--- config.mk ---
export PLATFORM = sky130hd
export DESIGN_NAME = lt24_pixel_arbiter_flat
export DESIGN_NICKNAME = d
export VERILOG_FILES = /design/src/rtl/lt24_pixel_arbiter_if.sv /design/src/rtl/lt24_pixel_arbiter.sv /design/src/flat_wrapper.sv
export SDC_FILE = /design/constraint.sdc
export NUM_CORES = 1
export LEC_CHECK = 0
export CORE_UTILIZATION = 25
export CTS_CLUSTER_SIZE = 25
export DETAILED_ROUTE_END_ITERATION = 12
export GPL_ROUTABILITY_DRIVEN = 0
export PLACE_DENSITY = 0.67
export SYNTH_ARGS = -nofsm -noshare
export SYNTH_HDL_FRONTEND = slang
export SYNTH_SLANG_ARGS = --single-unit
--- constraint.sdc ---
create_clock -name clock -period 2.7 [get_ports clock]
set_input_delay 0.675 -clock clock [delete_from_list [all_inputs] [get_ports clock]]
set_output_delay 0.675 -clock clock [all_outputs]
set_load 0.05 [all_outputs]
--- src/rtl/lt24_pixel_arbiter_if.sv ---
// Requester-side and LT24 pixel-port signals of lt24_pixel_arbiter.
// master is the arbiter's view; slave is the view shared by the requesters and the display driver.
interface lt24_pixel_arbiter_if #(
    parameter int NUM_REQ = 4
);
    localparam int GW = (NUM_REQ > 1) ? $clog2(NUM_REQ) : 1;

    logic [NUM_REQ-1:0]    reqValid;
    logic [8*NUM_REQ-1:0]  reqX;
    logic [9*NUM_REQ-1:0]  reqY;
    logic [16*NUM_REQ-1:0] reqColour;
    logic [NUM_REQ-1:0]    reqAck;

    logic [7:0]            xAddr;
    logic [8:0]            yAddr;
    logic [15:0]           pixelData;
    logic                  pixelWrite;
    logic                  pixelReady;

    logic [GW-1:0]         grantId;
    logic                  busy;
    logic [15:0]           dropCount;

    modport master (
        input  reqValid, reqX, reqY, reqColour, pixelReady,
        output reqAck, xAddr, yAddr, pixelData, pixelWrite, grantId, busy, dropCount
    );

    modport slave (
        output reqValid, reqX, reqY, reqColour, pixelReady,
        input  reqAck, xAddr, yAddr, pixelData, pixelWrite, grantId, busy, dropCount
    );
endinterface

--- src/rtl/lt24_pixel_arbiter.sv ---
// Round-robin arbiter sharing the LT24 pixel-write port among NUM_REQ producers;
// one pixel per grant, off-panel pixels are acked, dropped and counted.
module lt24_pixel_arbiter #(
    parameter int NUM_REQ = 4,
    parameter int WIDTH   = 240,
    parameter int HEIGHT  = 320
) (
    input  logic                 clock,
    input  logic                 globalReset_n,
    input  logic                 resetApp,
    lt24_pixel_arbiter_if.master bus
);
    localparam int GW = (NUM_REQ > 1) ? $clog2(NUM_REQ) : 1;
    localparam logic [8:0] X_LIMIT = 9'(WIDTH);
    localparam logic [9:0] Y_LIMIT = 10'(HEIGHT);

    typedef enum logic [1:0] {INIT, ARB, ISSUE, DROP} state_t;

    state_t        state;
    logic          found;
    logic [GW-1:0] pick;
    logic [7:0]    sel_x;
    logic [8:0]    sel_y;
    logic [15:0]   sel_colour;
    logic          in_range;

    // Search starts just after the last winner, so the winner drops to lowest priority.
    // NOTE: every always_comb output gets a default first, so no path can infer a latch.
    always_comb begin
        found = 1'b0;
        pick  = '0;
        for (int k = NUM_REQ; k >= 1; k--) begin
            if (bus.reqValid[(int'(bus.grantId) + k) % NUM_REQ]) begin
                found = 1'b1;
                pick  = GW'((int'(bus.grantId) + k) % NUM_REQ);
            end
        end
    end

    assign sel_x      = bus.reqX[8*int'(pick) +: 8];
    assign sel_y      = bus.reqY[9*int'(pick) +: 9];
    assign sel_colour = bus.reqColour[16*int'(pick) +: 16];
    assign in_range   = ({1'b0, sel_x} < X_LIMIT) && ({1'b0, sel_y} < Y_LIMIT);

    // NOTE: state is updated with non-blocking assignments only, so every register
    // sees pre-edge values regardless of statement order.
    always_ff @(posedge clock or negedge globalReset_n) begin
        if (!globalReset_n) begin
            // NOTE: only control and output registers carry reset; there is no memory here.
            state          <= INIT;
            bus.reqAck     <= '0;
            bus.pixelWrite <= 1'b0;
            bus.xAddr      <= '0;
            bus.yAddr      <= '0;
            bus.pixelData  <= '0;
            bus.dropCount  <= '0;
            bus.busy       <= 1'b1;
            bus.grantId    <= GW'(NUM_REQ - 1);
        end else begin
            bus.reqAck <= '0;
            if (resetApp) begin
                state          <= INIT;
                bus.pixelWrite <= 1'b0;
                bus.busy       <= 1'b1;
            end else begin
                case (state)
                    INIT: begin
                        state    <= ARB;
                        bus.busy <= 1'b0;
                    end
                    ARB: begin
                        if (found) begin
                            bus.grantId <= pick;
                            bus.reqAck  <= NUM_REQ'(1) << pick;
                            bus.busy    <= 1'b1;
                            if (in_range) begin
                                bus.xAddr      <= sel_x;
                                bus.yAddr      <= sel_y;
                                bus.pixelData  <= sel_colour;
                                bus.pixelWrite <= 1'b1;
                                state          <= ISSUE;
                            end else begin
                                if (bus.dropCount != 16'hFFFF)
                                    bus.dropCount <= bus.dropCount + 16'd1;
                                state <= DROP;
                            end
                        end
                    end
                    ISSUE: begin
                        if (bus.pixelReady) begin
                            bus.pixelWrite <= 1'b0;
                            bus.busy       <= 1'b0;
                            state          <= ARB;
                        end
                    end
                    DROP: begin
                        bus.busy <= 1'b0;
                        state    <= ARB;
                    end
                    default: begin
                        bus.pixelWrite <= 1'b0;
                        bus.busy       <= 1'b1;
                        state          <= INIT;
                    end
                endcase
            end
        end
    end
endmodule

--- src/flat_wrapper.sv ---
// flat-port wrapper written by rule: the top's interface ports become plain ports
module lt24_pixel_arbiter_flat 
#(
    parameter int NUM_REQ = 4,
    parameter int WIDTH   = 240,
    parameter int HEIGHT  = 320
)
  (clock, globalReset_n, resetApp, bus_reqValid, bus_reqX, bus_reqY, bus_reqColour, bus_pixelReady, bus_reqAck, bus_xAddr, bus_yAddr, bus_pixelData, bus_pixelWrite, bus_grantId, bus_busy, bus_dropCount);
  lt24_pixel_arbiter_if #(.NUM_REQ(NUM_REQ)) bus_i ();
  input  logic clock;
  input  logic globalReset_n;
  input  logic resetApp;
  input wire logic [$bits(bus_i.reqValid)-1:0] bus_reqValid;
  input wire logic [$bits(bus_i.reqX)-1:0] bus_reqX;
  input wire logic [$bits(bus_i.reqY)-1:0] bus_reqY;
  input wire logic [$bits(bus_i.reqColour)-1:0] bus_reqColour;
  input wire logic [$bits(bus_i.pixelReady)-1:0] bus_pixelReady;
  output wire logic [$bits(bus_i.reqAck)-1:0] bus_reqAck;
  output wire logic [$bits(bus_i.xAddr)-1:0] bus_xAddr;
  output wire logic [$bits(bus_i.yAddr)-1:0] bus_yAddr;
  output wire logic [$bits(bus_i.pixelData)-1:0] bus_pixelData;
  output wire logic [$bits(bus_i.pixelWrite)-1:0] bus_pixelWrite;
  output wire logic [$bits(bus_i.grantId)-1:0] bus_grantId;
  output wire logic [$bits(bus_i.busy)-1:0] bus_busy;
  output wire logic [$bits(bus_i.dropCount)-1:0] bus_dropCount;
  assign bus_i.reqValid = bus_reqValid;
  assign bus_i.reqX = bus_reqX;
  assign bus_i.reqY = bus_reqY;
  assign bus_i.reqColour = bus_reqColour;
  assign bus_i.pixelReady = bus_pixelReady;
  assign bus_reqAck = bus_i.reqAck;
  assign bus_xAddr = bus_i.xAddr;
  assign bus_yAddr = bus_i.yAddr;
  assign bus_pixelData = bus_i.pixelData;
  assign bus_pixelWrite = bus_i.pixelWrite;
  assign bus_grantId = bus_i.grantId;
  assign bus_busy = bus_i.busy;
  assign bus_dropCount = bus_i.dropCount;
  lt24_pixel_arbiter #(.NUM_REQ(NUM_REQ), .WIDTH(WIDTH), .HEIGHT(HEIGHT)) u_core (.clock(clock), .globalReset_n(globalReset_n), .resetApp(resetApp), .bus(bus_i));
endmodule
; After elaboration in Yosys (flattened, before gate mapping)
; Index checks and enable logic that the tools add are counted.
[word_totals]
reg_bits = 59
output_inout_bits = 57
inputBits = 140
elab_cells = 87
[classes]
add_sub_neg = 5
reduce_logical = 13
multipliers = 1
bitwise = 6
eq_ne = 7
magnitude_cmp = 6
muxes = 36
shifts = 4
[op_table]
columns = op, n
row1 = 64-bit by 7-bit variable part select with 16-bit output, 1
row2 = 36-bit by 32-bit variable part select with 9-bit output, 1
row3 = 32-bit by 6-bit variable part select with 8-bit output, 1
row4 = 1-bit 2-to-1 mux, 19
row5 = "16-bit by 1-bit adder with 16-bit output, second input constant", 1
row6 = "3-bit by 4-bit < comparator with 1-bit output, second input constant", 4
row7 = "16-bit inequality test, second input constant", 1
row8 = 2-bit 2-to-1 mux, 7
row9 = 4-bit 2-to-1 mux, 3
row10 = 2-bit OR reduction, 5
row11 = "9-bit < comparator, second input constant", 1
row12 = 1-bit binary-select mux with 2-bit select, 4
row13 = "8-bit < comparator, second input constant", 1
row14 = 4-bit AND reduction, 2
row15 = "4-bit by 2-bit multiplier with 6-bit output, first input constant", 1
row16 = "3-bit by 2-bit inequality test with 1-bit output, second input constant", 2
row17 = 2-bit one-hot mux with 3 select lines, 1
row18 = 5-bit AND reduction, 1
row19 = "2-bit by 1-bit adder with 2-bit output, second input constant", 2
row20 = "2-bit adder, second input constant", 2
row21 = "1-bit bitwise AND, first input constant", 4
row22 = "2-bit equality test, second input constant", 2
row23 = "1-bit by 2-bit << shifter with 4-bit output, first input constant", 1
row24 = "3-bit inequality test, second input constant", 1
row25 = 9 further kinds, 10

; Depth between registers and ports, before layout
[depth]
ltp_word = 18
mapped_depth = 12
mapped_depth_nobuf = 9

; Worst setup path after synthesis
; No wires, ideal clock.
[synth_timing]
path_type = register -> register
from = register u_core.bus.grantId[1]
to = register u_core.bus.pixelData[10]
stages_incl_launch_ff = 13
setup_ns = 0.125
path_buffers = 3
path_slack_ns = -0.108
t_required_ns = 2.575
arrival_time_ns = 2.683
period_less_slack_ns = 2.808
cell_sequence = dfstp_2 -> mux2i_1 -> o22a_1 -> o21a_1 -> buf_2 -> a21oi_1 -> a22o_1 -> nor4_2 -> or2_1 -> buf_4 -> nor2_4 -> buf_6 -> mux2_4
[synth_via]
elab_chain_cells = 13
word_cells_on_any_way = 32
classes_between = add/sub: 4 / mul: 1 / order compare: 2 / shift: 3 / mux: 20 / reduce/logical: 2
[synth_lines]
columns = item, line_no
row1 = start: declaration, lt24_pixel_arbiter_if.sv:26  ; output reqAck, xAddr, yAddr, pixelData, pixelWrite, grantId, busy, dropCount
row2 = start signal: assignment, lt24_pixel_arbiter.sv:58  ; bus.grantId <= GW'(NUM_REQ - 1);
row3 = start signal: assignment, lt24_pixel_arbiter.sv:73  ; bus.grantId <= pick;
row4 = 2-bit by 1-bit adder with 2-bit output, "lt24_pixel_arbiter.sv:33, lt24_pixel_arbiter.sv:35"
row5 = 1-bit binary-select mux with 2-bit select, lt24_pixel_arbiter.sv:33  ; if (bus.reqValid[(int'(bus.grantId) + k) % NUM_REQ]) begin
row6 = 1-bit 2-to-1 mux (not written as such) (2 in a row), lt24_pixel_arbiter.sv:33
row7 = 2-bit 2-to-1 mux (4 in a row), lt24_pixel_arbiter.sv:33
row8 = 4-bit by 2-bit multiplier with 6-bit output, lt24_pixel_arbiter.sv:41  ; assign sel_y = bus.reqY[9*int'(pick) +: 9];
row9 = 36-bit by 32-bit variable part select with 9-bit output, lt24_pixel_arbiter.sv:41
row10 = 9-bit < comparator, lt24_pixel_arbiter.sv:43  ; assign in_range = ({1'b0, sel_x} < X_LIMIT) && ({1'b0, sel_y} < Y_LIMIT);
row11 = 1-bit logical AND, lt24_pixel_arbiter.sv:43
row12 = 4-bit AND reduction (no source line), n/a
row13 = end signal: assignment, lt24_pixel_arbiter.sv:79  ; bus.pixelData <= sel_colour;
row14 = end: declaration, lt24_pixel_arbiter_if.sv:26
; Parallel ways exist; a longest one is shown, timed or not. The select of a mux whose other input is x is not followed.
; A chain may end at the register's enable or synchronous reset.

; Worst setup path after layout
[layout_timing]
from = register u_core.bus.grantId[1]
to = register u_core.bus.yAddr[1]
[layout_via]
elab_chain_cells = 13
word_cells_on_any_way = 31
classes_between = add/sub: 4 / mul: 1 / order compare: 2 / shift: 2 / mux: 20 / reduce/logical: 2
[layout_lines]
columns = item, line_no
row1 = 2-bit by 1-bit adder with 2-bit output, "lt24_pixel_arbiter.sv:33, lt24_pixel_arbiter.sv:35"
row2 = 1-bit binary-select mux with 2-bit select, lt24_pixel_arbiter.sv:33
row3 = 1-bit 2-to-1 mux (not written as such) (2 in a row), lt24_pixel_arbiter.sv:33
row4 = 2-bit 2-to-1 mux (4 in a row), lt24_pixel_arbiter.sv:33
row5 = 4-bit by 2-bit multiplier with 6-bit output, lt24_pixel_arbiter.sv:41
row6 = 36-bit by 32-bit variable part select with 9-bit output, lt24_pixel_arbiter.sv:41
row7 = 9-bit < comparator, lt24_pixel_arbiter.sv:43
row8 = 1-bit logical AND, lt24_pixel_arbiter.sv:43
row9 = 4-bit AND reduction (no source line), n/a
row10 = end signal: assignment, lt24_pixel_arbiter.sv:78  ; bus.yAddr <= sel_y;
row11 = end: declaration, lt24_pixel_arbiter_if.sv:26
; Parallel ways exist; a longest one is shown, timed or not. The select of a mux whose other input is x is not followed.

==> summary.md <==
| Metric | Value |
|---|---|
| Outcome | `complete, but fails checks` |
| Failing checks | `setup timing` |
| Gr usage total | `0.180` |
| Antenna cells | `0` |
| Top_reg_cell synth | `dfrtp_1` |
| Seq/Total Area, Yosys | `0.411` |
| Via density | `between 4 and 5` |
| Antenna-violating nets left | `0` |
| Max-cap violations | `0` |
| CP max stage cell | `dfstp_4` |
| Num rows | `43` |
| Fin Setup TNS | `-4490 ps` |
| Critical Path Start | `u_core.bus.grantId[1]` |
| Final hold vios | `0` |
| Max Root-Sink Buffers | `2` |
| Number of synthesized flops with an enable pin | `0` |
| Fmax | `between 300 and 400 MHz` |
| CTS buffer count | `9` |
| Port Buffers | `slightly below 200` |
| FF+latch area | `1480 sq um` |
| Die ar. | `14,900 sq um` |
| Top cells by area, synth | `dfrtp_1 (39%), nand2_1 (13%), mux2_4 (9.6%), a31oi_1 (4.9%), and3_1 (4.9%)` |
| Post-synthesis compound-gate area fraction | `0.110` |
| Largest net degree at the start of global routing | `49` |
| Critical path arrival | `3040 ps` |
| Crit path capture | `u_core.bus.yAddr[1]` |
| Htree depth | `3` |
| Routed WL | `roughly 14,000 microns` |
| CTS tree | `yes` |
| Initial core utilization | `0.258` |
| R2R depth | `13` |
| DR vias | `3,903` |
| Total Power | `7120 uW` |
| Clk_lat worst skew | `between 300 and 400 ps` |
| Final number of setup-violating endpoints | `47` |
| CTS Hold Bufs | `0` |
| Async SR Flop Fraction | `1.00` |
| Simple-gate area share of the yosys netlist | `0.248` |
| Mapped Nets | `between 500 and 600` |
| Multiplexer area fraction after synthesis | `0.139` |
| Synth Instances | `410` |
| Worst-path clk slew | `roughly 60 ps` |
| Wire per inst | `around 16 microns` |
| Synth Area in Adders | `0.00348` |
| Critical R2R Capture | `u_core.bus.yAddr[1]` |
| Worst Max-Slew Pin Slew | `between 700 and 800 ps` |
| Worst hold-check slack | `~420 ps` |
| Fin crit share | `1.05` |
| Post-Syn Area | `roughly 3600 sq um` |
| CP Max Fanout | `10` |
| Startpoint types | `flop` |
| Filler Cell Count | `1,289` |
| Initial antenna violation count | `0` |
| HPWL Detailed | `9990 microns` |
| Crit. End Element | `flop` |
| IO Count | `about 200` |
| Number of synthesized register bits | `59` |
| Final min period | `about 2800 ps` |
| Vias in the first global route | `4,021` |
| Unrepaired setup endpoints after global routing | `true` |
| Area delta synth->final | `86.1%` |
| Multi-input logic area | `about 2200 sq um` |
| Core area | `13,900 sq um` |
| DRT Pass-1 Iters | `4` |
| Slew headroom | `0.498` |
| Remaining routing DRC violations | `0` |
| Final WS setup | `-142 ps` |
| Clock root buffer master | `clkbuf_16` |
| Required time of the worst setup path | `just under 3000 ps` |
| Largest family of logic cells by synthesized area | `simple AND/OR/NAND/NOR gates` |
| XOR/XNOR share of the synthesized area | `0.0365` |
| Top-area cell type share of the netlist area | `0.389` |
| CP Cell Sequence | `buf_6 -> nand2_2 -> nand3b_1 -> buf_4 -> o211a_4 -> buf_6 -> a21oi_2 -> a22o_1 -> nor4_4 -> or2_4 -> nor2_4 -> buf_12 -> mux2_4` |
| Reg2reg start | `u_core.bus.grantId[1]` |
| Distinct cells, synth | `between 40 and 50` |
| Max-slew violations | `0` |
| VDD IR-drop max | `~0.54 mV` |
| Post-Syn Area per Cell | `between 8 and 9 sq um` |
| Fin nets | `780` |
| Fraction of layout cells with a size suffix above 1 | `0.212` |
| Cell taking the most area after synthesis | `dfrtp_1` |
| Crit Path Category | `flop to flop` |
| Ys Warns | `0` |
| CP dominant cell by count | `buf_6` |
| GR Overflow Total | `0` |
| Pwr/cell area | `1060 nW/um^2` |
| Largest stage delay, worst path | `660 ps` |
| Clock Skew | `~9 ps` |
| Global-route wire length before repair | `a little over 20,000 microns` |
| Reg2Reg Setup Slack | `-140 ps` |
| Width of the die | `between 100 and 150 microns` |
| Die Y-Extent | `~120 microns` |
| DRT iter0 DRCs | `201` |
| Hold Crit Class | `primary input to asynchronous set/reset pin` |
| Lkg Pwr | `0.00299 uW` |
| TritonCTS sink count | `59` |
cell families (layout without fill, tap and decap cells):
logic type               after synthesis  in the layout
AO/OA/AOI/OAI                         61             62
XOR/XNOR                              15             15
adder cells (fa/ha/maj)                1              1
buffers and inverters                 39            271
flip-flops                            59             59
multiplexers                          38             38
AND/OR/NAND/NOR                      197            197
metal layers:
metal / share of wire / track usage / vias up
li1: - / - / 1870
met1: 0.42 / 0.224 / 1861
met2: 0.49 / 0.299 / 158
met3: 0.068 / 0.0548 / 14
met4: 0.016 / 0.0486 / 0
met5: 0 / 0 / -
registers in the layout, summed over array words and instances (netlist names):
| register | flops |
|---|---|
| u_core.bus.xAddr | 8 |
| u_core.bus.yAddr | 9 |
| u_core.bus.pixelData | 16 |
| u_core.state | 2 |
| u_core.bus.pixelWrite | 1 |
| u_core.bus.busy | 1 |
| u_core.bus.grantId | 2 |
| u_core.bus.reqAck | 4 |
| u_core.bus.dropCount | 16 |
power breakdown:
group          switching, uW  internal [uW]
sequential               283           1230
combinational           2520           1930
clock                    397            757
total                   3200           3910
critical path: cells and delay by family (launching register included):
| family | cells | cell delay, ps |
|---|---|---|
| AO/OA/AOI/OAI | 3 | 470 |
| flip-flops | 1 | 660 |
| buffers and inverters | 4 | 510 |
| AND/OR/NAND/NOR | 5 | 770 |
| multiplexers | 1 | 290 |
cells in the final DEF (no fill, tap or decap), drive strengths merged, types with 3 or more instances in the layout:
cell           instances
nor2                  11
mux2                  28
a21oi                 16
xnor2                  6
nand3                  5
nand2                128
a31oi                 29
a22o                   6
inv                   12
mux2i                 10
clkbuf                12
nor4                   3
o21ai                  4
nand2b                 3
clkdlybuf4s50        191
dfstp                  3
nor3                   9
buf                   50
dfrtp                 56
xor2                   9
and3                  28
nand4                  4
what timing repair did:
action / 4_1_cts / 5_1_grt
gates cloned: 4 / 0
setup buffers: 11 / 8
pin swaps: 15 / 23
setup endpoints to repair: 51 / 51
gates resized for setup: 48 / 26
Yosys cell counts, types with 2 or more instances:
master    instances
and3_1           28
nand2_1         128
buf_2             4
nor3_1            9
nor4_2            2
xor2_1            9
clkbuf_1         11
dfstp_2           3
a21oi_1          16
mux2i_1          10
nand2b_1          3
o21a_1            2
nor2_1           10
mux2_4           23
nand3_1           5
xnor2_1           6
a31oi_1          28
nand4_1           4
o21ai_1           2
buf_6             4
a22o_1            6
mux2_2            5
o21ai_0           2
buf_1             7
dfrtp_1          56
inv_1            12
worst min-delay path by stage:
stage,from,endpoint,slack [ps],depth (start not counted)
final,globalReset_n,u_core.bus.dropCount[7],420,1
after global routing,globalReset_n,u_core.bus.dropCount[8],480,1
after CTS,globalReset_n,u_core.bus.dropCount[7],450,1
after detailed placement,u_core.bus.pixelData[13],u_core.bus.pixelData[13],490,1
after global placement,u_core.bus.dropCount[14],u_core.bus.dropCount[14],480,1
after floorplan,globalReset_n,u_core.bus.dropCount[0],380,0
through the flow:
step	area (sq um)	setup slack, ps	cells	utilization
final	6700	-142	823	0.481
after CTS	6610	-200	818	0.474
after detailed placement	5960	-755	789	0.428
after global routing	6700	-234	823	0.481
after global placement	5960	-689	789	0.428
after floorplan	3640	-69.4	410	-
cell type report:
class / instances / area share
Clock buffer: 11 / 0.0377
Timing Repair Buffer: 244 / 0.362
Multi-Input combinational cell: 313 / 0.331
Tap cell: 180 / 0.0336
Inverter: 12 / 0.00673
Sequential cell: 59 / 0.222
Clock inverter: 4 / 0.00747
Note: power is estimated with default switching activity, not from simulation.
